[config.mk]
export PLATFORM = sky130hd
export DESIGN_NAME = fifo_wr_arbiter
export DESIGN_NICKNAME = d
export VERILOG_FILES = /design/src/rtl/fifo_arb_pkg.sv /design/src/rtl/rr_pick.sv /design/src/rtl/fifo_wr_arbiter.sv
export SDC_FILE = /design/constraint.sdc
export NUM_CORES = 1
export LEC_CHECK = 0
export CAP_MARGIN = 20
export CORE_ASPECT_RATIO = 1.25
export CORE_UTILIZATION = 41
export CTS_CLUSTER_SIZE = 20
export DETAILED_ROUTE_END_ITERATION = 16
export HOLD_SLACK_MARGIN = 0.02
export PLACE_DENSITY = 0.83
export SLEW_MARGIN = 20
export SYNTH_ARGS = -nofsm -noshare
export SYNTH_HDL_FRONTEND = slang
export SYNTH_SLANG_ARGS = --single-unit
[constraint.sdc]
create_clock -name clk -period 2.63 [get_ports clk]
set_input_delay 0.526 -clock clk [delete_from_list [all_inputs] [get_ports clk]]
set_output_delay 0.526 -clock clk [all_outputs]
set_load 0.02 [all_outputs]
[src/rtl/fifo_arb_pkg.sv]
// Shared definitions for the FIFO write arbiter: state encoding and beat counter width.
package fifo_arb_pkg;

  typedef enum logic {
    ST_IDLE = 1'b0,
    ST_LOCK = 1'b1
  } arb_state_e;

  localparam int unsigned BCW = 8;

endpackage

[src/rtl/rr_pick.sv]
// Combinational round-robin priority encoder: first set request at or after start, wrapping.
module rr_pick #(
  parameter int unsigned NREQ = 4,
  parameter int unsigned IDW  = 2
) (
  input  logic [NREQ-1:0] req,
  input  logic [IDW-1:0]  start,
  output logic            found,
  output logic [IDW-1:0]  idx
);

  logic [2*NREQ-1:0] dbl;
  logic [2*NREQ-1:0] rot;
  int                pos;

  assign dbl = {req, req};
  // Rotate so that bit 0 is the requester at start; start is always < NREQ.
  assign rot = dbl >> start;

  always_comb begin
    found = 1'b0;
    idx   = '0;
    pos   = 0;
    // Scan downward so the lowest rotated offset wins.
    for (int k = int'(NREQ) - 1; k >= 0; k--) begin
      if (rot[k]) begin
        found = 1'b1;
        pos   = int'(start) + k;
        if (pos >= int'(NREQ)) pos = pos - int'(NREQ);
        idx   = IDW'(pos);
      end
    end
  end

endmodule

[src/rtl/fifo_wr_arbiter.sv]
// Round-robin arbiter sharing one FIFO write port among NREQ producers, with optional burst lock.
module fifo_wr_arbiter
  import fifo_arb_pkg::*;
#(
  parameter int unsigned NREQ  = 4,
  parameter int unsigned WIDTH = 8,
  parameter int unsigned IDW   = 2,
  parameter int unsigned BURST = 4
) (
  input  logic                  clk,
  input  logic                  reset,
  input  logic [NREQ-1:0]       req_valid,
  input  logic [NREQ*WIDTH-1:0] req_data,
  output logic [NREQ-1:0]       req_ready,
  input  logic                  fifo_full,
  output logic                  fifo_wr_en,
  output logic [IDW+WIDTH-1:0]  fifo_wr_data,
  output logic                  grant_valid,
  output logic [IDW-1:0]        grant_id,
  output logic                  locked
);

  localparam bit LockEn = (BURST > 1);

  arb_state_e     state_q, state_d;
  logic [IDW-1:0] last_ptr_q, last_ptr_d;
  logic [IDW-1:0] owner_q, owner_d;
  logic [BCW-1:0] beat_cnt_q, beat_cnt_d;

  logic [IDW-1:0] start;
  logic           pick_found;
  logic [IDW-1:0] pick_idx;
  logic           beat;
  logic [WIDTH-1:0] sel_data;

  assign start = (last_ptr_q == IDW'(NREQ - 1)) ? '0 : last_ptr_q + 1'b1;

  rr_pick #(
    .NREQ (NREQ),
    .IDW  (IDW)
  ) u_rr_pick (
    .req   (req_valid),
    .start (start),
    .found (pick_found),
    .idx   (pick_idx)
  );

  // Outputs are held quiet while reset is asserted so no write escapes mid-reset.
  always_comb begin
    grant_valid = 1'b0;
    grant_id    = '0;
    if (!reset) begin
      if (state_q == ST_IDLE) begin
        grant_valid = pick_found;
        grant_id    = pick_idx;
      end else if (req_valid[owner_q]) begin
        grant_valid = 1'b1;
        grant_id    = owner_q;
      end
    end
  end

  always_comb begin
    sel_data = '0;
    for (int i = 0; i < int'(NREQ); i++) begin
      if (grant_id == IDW'(i)) sel_data = req_data[i*WIDTH +: WIDTH];
    end
  end

  assign beat         = grant_valid && !fifo_full;
  assign fifo_wr_en   = beat;
  assign req_ready    = beat ? (NREQ'(1) << grant_id) : '0;
  assign fifo_wr_data = {grant_id, sel_data};
  assign locked       = (state_q == ST_LOCK);

  always_comb begin
    state_d    = state_q;
    last_ptr_d = last_ptr_q;
    owner_d    = owner_q;
    beat_cnt_d = beat_cnt_q;
    unique case (state_q)
      ST_IDLE: begin
        if (beat) begin
          last_ptr_d = grant_id;
          if (LockEn) begin
            owner_d    = grant_id;
            beat_cnt_d = BCW'(1);
            state_d    = ST_LOCK;
          end
        end
      end
      ST_LOCK: begin
        if (!req_valid[owner_q]) begin
          state_d = ST_IDLE;
        end else if (beat) begin
          beat_cnt_d = beat_cnt_q + 1'b1;
          if (beat_cnt_d == BCW'(BURST)) state_d = ST_IDLE;
        end
      end
      default: state_d = ST_IDLE;
    endcase
  end

  always_ff @(posedge clk or posedge reset) begin
    if (reset) begin
      state_q    <= ST_IDLE;
      last_ptr_q <= IDW'(NREQ - 1);
      owner_q    <= '0;
      beat_cnt_q <= '0;
    end else begin
      state_q    <= state_d;
      last_ptr_q <= last_ptr_d;
      owner_q    <= owner_d;
      beat_cnt_q <= beat_cnt_d;
    end
  end

endmodule

==> flow_summary_export.csv, run 1 <==
group,metric,value,unit
status,status,"finished with violations",
status,violations,"negative setup slack",
detailed_routing,via_per_inst,5.498,
floorplan,initial_core_util,0.4314,
detailed_routing,remaining_drc_errors,0,
synth,syn-cell-area,1259,sq um
flow_run,maxCapViolCount,0,
detailed_routing,wl_per_cell,14.66,um
global_routing,grt_overflow,0,
global_routing,grt_max_degree,15,
sta,fin_ws,-0.4164,ns
synth,synth.most_common_cell,"mux2i_1",
synth,yosysUniqueCellTypes,41,
setup_path,worst_path_dominant_cell_family,"compound AO/OA/AOI/OAI gates",
setup_path,crit_path_top_delay_cell,"dfstp_2",
min_path,hp-class,"register to register",
layout,syn_to_final_growth,71.57,%
power,ir_drop,0.7205,mV
power,pwr_density_cell,943.4,nW/um^2
detailed_routing,dr_total_vias,1468,
synth,synthTopCellsByCount,"mux2i_1 (25), o21ai_0 (12), dfrtp_1 (11), nand2_1 (11)",
detailed_routing,drtPass1Iterations,4,
layout,instances_no_fill,267,
detailed_routing,wl,3913,um
cts,htree_num_levels,1,
sta,max_freq,328.3,MHz
synth,ys_seq_area_frac,0.2604,
layout,drive_above_1_share,0.3420,
floorplan,ios,58,
sta,period_needed,3.046,ns
global_routing,antenna_found_initial,0,
setup_path,worstSetupPathType,"register to output port",
placement,io_buffer_count,57,
global_routing,grt_pass1_wl,6334,um
cts,cts_root_buffer,"clkbuf_4",
setup_path,crit_arrival,2.52,ns
placement,dp.cells,256,
setup_path,cp_max_fo,7,
floorplan,die-area,3297,sq um
detailed_routing,drt_iter0_drc,37,
setup_path,slowest_delay,0.56,ns
setup_path,required,2.10,ns
layout,antenna_cells,0,
setup_path,rr_startpoint,"owner_q[1]",
synth,postSynthCellCount,147,
setup_path,start_kind,"register",
cts,cts_tree,"built",
detailed_routing,met3WireLength,256,um
sta,final.setup_skew,0.008912,ns
cts,path_clk_slew,0.08,ns
cts,insertion_delay,0.28,ns
sta,setup_viol,14,
setup_path,critPathBufInv,3,
sta,rsz0062_at_grt,"yes",
floorplan,die_w,51.56,um
global_routing,gr-usage-all-layers,0.2467,
detailed_routing,met2_length,2069,um
min_path,holdPathEnd,"beat_cnt_q[7]",
min_path,worstHoldStart,"beat_cnt_q[7]",
floorplan,core_area,2918,sq um
synth,yosys_most_used_dff,"dfrtp_1",
sta,tightest_slew,0.3026,ns
sta,setup-tns-final,-4.856,ns
synth,syn_area_per_cell,8.563,sq um
synth,synth-seq-cells,13,
setup_path,path_cells,"inv_2 -> ha_4 -> or2_4 -> a21oi_2 -> o211ai_1 -> a22o_1 -> a41o_1 -> buf_6 -> mux2i_1 -> buf_4",
detailed_routing,routed.top_layer,"met4",
power,total_leakage_power,0.9422,nW
detailed_routing,antenna_left,0,
sta,drv_slew,0,
sta,final.period_utilization,1.158,
layout,fillCellCount,225,
detailed_routing,wl_met1,1505,um
floorplan,placementRows,22,
synth,synth_top_area_cell,"dfrtp_1",
sta,slew_headroom,0.7977,
synth,synth_top_cell_area_share,0.2187,
setup_path,r2r_cells,9,
setup_path,cp-end-kind,"output port",
cts,ctsHoldBuffers,0,
synth,synth_fp_nets,189,
synth,async_flop_share,1.000,
synth,synth-edff-count,0,
setup_path,rrSetupSlack,0.53,ns
cts,tritoncts.num_buffers,3,
placement,gp_congestion,0.8348,
floorplan,die_h,63.95,um
cts,cts_max_path_buffers,2,
setup_path,r2r-end,"owner_q[1]",
placement,dp_hpwl,2912,um
layout,nets,274,
global_routing,first_global_vias,1527,
cts,clock-sinks,13,
synth,synthTopCellsByArea,"dfrtp_1 (22%), mux2i_1 (20%), o21ai_0 (4.8%)",
min_path,min_path_cells,1,
synth,ys_warn_count,0,
sta,final_hold_viol_count,0,
==> worst max-delay path by stage <==
stage	to	slack, ns	depth (start not counted)	startpoint
6_report	fifo_wr_data[2]	-0.42	10	last_ptr_q[0]
5_1_grt	fifo_wr_data[2]	-0.47	10	last_ptr_q[0]
4_1_cts	fifo_wr_data[2]	-0.35	10	last_ptr_q[0]
3_5_place_dp	fifo_wr_data[2]	-0.81	9	req_valid[1]
3_3_place_gp	fifo_wr_data[2]	-0.74	9	req_valid[1]
2_1_floorplan	fifo_wr_data[0]	-0.12	8	last_ptr_q[0]
==> cell type report <==
class	count	area (sq um)	area share
Clock buffer	4	26.28	0.01217
Inverter	6	22.52	0.01043
Multi-Input combinational cell	118	913.4	0.4229
Sequential cell	13	327.8	0.1518
Tap cell	36	45.04	0.02086
Timing Repair Buffer	90	824.5	0.3818
==> sequential cells by signal, indices dropped and copies added, names as in the netlist <==
| name | flops |
|---|---|
| last_ptr_q | 2 |
| locked | 1 |
| owner_q | 2 |
| beat_cnt_q | 8 |
==> metrics by stage <==
step                      cell area, sq um  hold WS [ns]  setup WS (ns)    util  power, W
after floorplan                       1264        0.4461        -0.1153       -  0.001169
after global placement                2022        0.4671        -0.7386  0.6930  0.001684
after detailed placement              2022        0.4890        -0.8143  0.6930  0.001717
after CTS                             2093        0.4991        -0.3536  0.7174  0.001919
after global routing                  2160        0.5237        -0.4727  0.7401  0.002161
final                                 2160        0.4927        -0.4164  0.7401  0.002037
==> worst reg2reg max path: cells and delay by family (launching register included) <==
| family | cells | cell delay [ns] |
|---|---|---|
| multiplexers | 2 | 0.72 |
| flip-flops | 1 | 0.38 |
| AND/OR/NAND/NOR | 2 | 0.33 |
| AO/OA/AOI/OAI | 1 | 0.16 |
| buffers and inverters | 4 | 0.42 |
==> where the power goes <==
group          total [W]  internal, W  switching [W]  leakage [nW]
Sequential      0.000326     0.000267      0.0000594         0.166
Combinational    0.00159     0.000835       0.000753         0.761
Clock           0.000123    0.0000587      0.0000643        0.0150
==> cell families after synthesis <==
logic type	synth area share
AND/OR/NAND/NOR	0.2286
AO/OA/AOI/OAI	0.1769
multiplexers	0.2346
buffers and inverters	0.06957
flip-flops	0.2604
adder cells (fa/ha/maj)	0.02982
==> routing by layer <==
metal,GRT usage,vias to the layer above
met2,0.4594,83
met1,0.2746,673
met5,0,-
met3,0.03333,8
met4,0.08784,0
li1,-,704
==> cell usage in the layout (no fill, tap or decap), drive strengths merged, types with 6 or more instances in the layout <==
cell / count
nor2: 8
nand3: 8
o21ai: 13
inv: 6
mux2i: 25
dfrtp: 11
nand2: 11
and2: 6
clkdlybuf4s50: 34
buf: 50
==> repair_timing <==
action / CTS / global route
endpoints found under the setup margin: 18 / 18
pin swaps: 2 / 4
gates cloned: 1 / 0
setup buffers: 4 / 2
resized for setup: 98 / 20
endpoints found under the hold margin: 0 / 0
(Power assumes the default switching activity.)
==> inputs of run 2 (changes only) <==
Settings changed: CORE_UTILIZATION 41 to 42, PLACE_DENSITY 0.83 to 0.9, SYNTH_HIERARCHICAL set to 1.
==> run 2 against run 1 <==
Against the previous run: worst setup slack got worse by 0.23 ns; largest power group unchanged; via count increased by 35%; power increased by 22%; critical endpoint is now fifo_wr_data[6]; critical path depth fell by 1; the flow still finishes with violations (negative setup slack); clock skew down 0.0072 ns; area after synthesis grew 1.9%; cell count grew 6.4%; flip-flop and latch count did not move; sequential share of layout area fell by 2.7 points; utilization increased by 16 points; non-clock buffer count up 8.
==> flow_summary_export.csv, run 2 <==
group,metric,value,unit
layout,regMostFlops,"beat_cnt_q",
sta,final.setup_skew,0.001720,ns
global_routing,grt_max_degree,17,
layout,final_common_cell,"clkdlybuf4s50_1",
cts,tritoncts.num_buffers,3,
synth,yosys.area_share.simple,0.2976,
status,violations,"negative setup slack",
layout,drive_above_1_share,0.4476,
sta,fin_ws,-0.6457,ns
sta,slew_headroom,0.7480,
sta,max_freq,305.3,MHz
global_routing,first_global_vias,1929,
detailed_routing,dr_total_vias,1977,
detailed_routing,antenna_left,0,
detailed_routing,remaining_drc_errors,0,
floorplan,die_h,63.78,um
min_path,worstHoldStart,"beat_cnt_q[7]",
detailed_routing,drtPass1Iterations,5,
sta,final.period_utilization,1.246,
synth,syn_area_per_cell,8.066,sq um
status,status,"finished with violations",
floorplan,ios,58,
synth,synth_fp_nets,200,
synth,synth_top_family_by_area,"simple AND/OR/NAND/NOR gates",
setup_path,slowest_delay,0.57,ns
synth,synth_fa_ha_area_frac,0.01951,
setup_path,required,2.10,ns
sta,setup_viol,17,
detailed_routing,drt_iter0_drc,156,
setup_path,path_cells,"ha_4 -> a221o_1 -> a21oi_2 -> or3b_4 -> o21a_4 -> buf_12 -> a31oi_2 -> a32oi_2 -> buf_2",
synth,synth_compound_area_frac,0.2498,
setup_path,cp_max_fo,5,
placement,io_buffer_count,57,
floorplan,placementRows,22,
floorplan,die-area,3280,sq um
synth,synthMuxAreaShare,0.07512,
setup_path,start_kind,"register",
synth,yosys_most_used_dff,"dfrtp_1",
synth,synthTopCellsByCount,"nand3_1 (32), dfrtp_1 (11), nand2_1 (11)",
global_routing,antenna_found_initial,0,
power,pwr_density_cell,950.1,nW/um^2
flow_run,maxCapViolCount,0,
setup_path,crit_arrival,2.75,ns
power,total_power,0.002487,W
global_routing,gr-usage-all-layers,0.4141,
sta,drv_slew,0,
cts,cts_root_buffer,"clkbuf_4",
cts,clock-sinks,13,
sta,period_needed,3.276,ns
placement,dp_hpwl,3639,um
synth,postSynthCellCount,159,
layout,finalInstanceArea,2618,sq um
floorplan,die_w,51.43,um
layout,antenna_cells,0,
sta,tightest_slew,0.3727,ns
cts,insertion_delay,0.30,ns
layout,fillCellCount,128,
floorplan,core_area,2918,sq um
synth,synthTopCellsByArea,"dfrtp_1 (21%), nand3_1 (12%), a32oi_1 (5.5%)",
cts,path_clk_slew,0.09,ns
synth,yosysUniqueCellTypes,46,
synth,synth-seq-cells,13,
setup_path,cp-startpoint,"last_ptr_q[1]",
synth,ys_seq_area_frac,0.2556,
placement,gp_congestion,0.8152,
synth,synth_top_cell_area_share,0.2146,
synth,ys_warn_count,6,
power,ir_drop,0.8199,mV
synth,synth-edff-count,0,
layout,seq_area,327.8,sq um
setup_path,cp-end-kind,"output port",
synth,syn-cell-area,1282,sq um
detailed_routing,wl_per_cell,26.21,um
synth,synth_top_area_cell,"dfrtp_1",
placement,placed_area,2202,sq um
sta,final_hold_viol_count,0,
cts,cts_tree,"built",
global_routing,grt_pass1_wl,9936,um
synth,synth_xor_xnor_area_share,0,
synth,async_flop_share,1.000,
cts,cts_max_path_buffers,2,
setup_path,rr_startpoint,"last_ptr_q[1]",
global_routing,grt_overflow,0,
layout,largest_register_ffs,8,
detailed_routing,wl,7444,um
sta,rsz0062_at_grt,"yes",
cts,htree_num_levels,1,
setup_path,worstSetupPathType,"register to output port",
detailed_routing,via_per_inst,6.961,
min_path,hp-class,"register to register",
synth,synth.most_common_cell,"nand3_1",
layout,nets,290,
power,total_leakage_power,1.091,nW
floorplan,initial_core_util,0.4395,
setup_path,crit_path_top_delay_cell,"dfstp_2",
layout,syn_to_final_growth,104.1,%
layout,final_cell_mix,"clkdlybuf4s50_1 (36), buf_4 (31), nand3_1 (30)",
layout,top_regs,"beat_cnt_q (8), last_ptr_q (2), owner_q (2)",
layout,multi_input_area,1160,sq um
## run 2: changes by cell type in the layout (fill, tap and decap cells not counted), sizes merged, moves of 4 or more
cell	previous run	this run
nand3	8	32
mux2i	25	4
a32oi	0	8
buf	50	58
a31oi	2	9
and2	6	2
nor2	8	4
nor2b	5	1
o21ai	13	9
o31ai	5	1
## run 2: critical path: cells and delay by family, from the launching register on
kind	cells	cell delay [ns]
compound gates	5	0.92
fa+ha+maj	1	0.21
simple gates	1	0.41
buf+inv	2	0.34
flops	1	0.57
## run 2: final timing paths
kind	end	slack, ns	cells past startpoint
worst min-delay path	beat_cnt_q[7]	0.58	1
max in group asynchronous	last_ptr_q[0]	1.38	4
worst max register to register	owner_q[0]	0.37	7
worst max-delay path	fifo_wr_data[6]	-0.65	9
min in group asynchronous	beat_cnt_q[1]	1.01	4
worst min register to register	beat_cnt_q[7]	0.58	1
## run 2: logic make-up after synthesis
family	after synthesis
AO/OA/AOI/OAI	43
adder cells (fa/ha/maj)	2
buffers and inverters	23
flip-flops	13
multiplexers	8
AND/OR/NAND/NOR	70
## run 2: where the power goes
group,leakage [nW],switching (W),internal (W)
Combinational,0.908,0.00101,0.000992
Sequential,0.165,0.0000839,0.000260
Clock,0.0177,0.0000842,0.0000569
Total,1.09,0.00118,0.00131
## run 2: area by class of cell
class                   instances  area share
clock inverters                 1    0.001912
well taps                      36     0.01721
repair buffers                 98      0.3867
multi-input cells             123      0.4431
flip-flops and latches         13      0.1252
clock buffers                   3    0.008604
inverters                      10     0.01721
## run 2: layer usage
layer  track usage  up-vias  share of wire
met5             0        -              0
met4        0.2568        0          0.082
met2        0.7013      195           0.49
li1              -      790              -
met1        0.4407      925           0.32
met3        0.1143       67           0.11
## run 2: per-stage QoR
stage | hold WS [ns] | utilization | cells | TNS [ns] | setup WS [ns]
6_report | 0.5820 | 0.8971 | 284 | -8.630 | -0.6457
5_1_grt | 0.6125 | 0.8971 | 284 | -9.601 | -0.7380
4_1_cts | 0.5337 | 0.8551 | 279 | -6.003 | -0.4594
3_5_place_dp | 0.5128 | 0.7547 | 268 | -15.36 | -1.045
3_3_place_gp | 0.4856 | 0.7547 | 268 | -13.48 | -0.8828
2_1_floorplan | 0.4672 | - | 159 | -0.2119 | -0.07893
## run 2: repair_timing
action / CTS / global route
setup endpoints to repair: 18 / 18
buffers inserted: 3 / 5
hold buffers: 0 / 0
gates resized for setup: 139 / 16
pin swaps: 10 / 8
cloned: 4 / 0
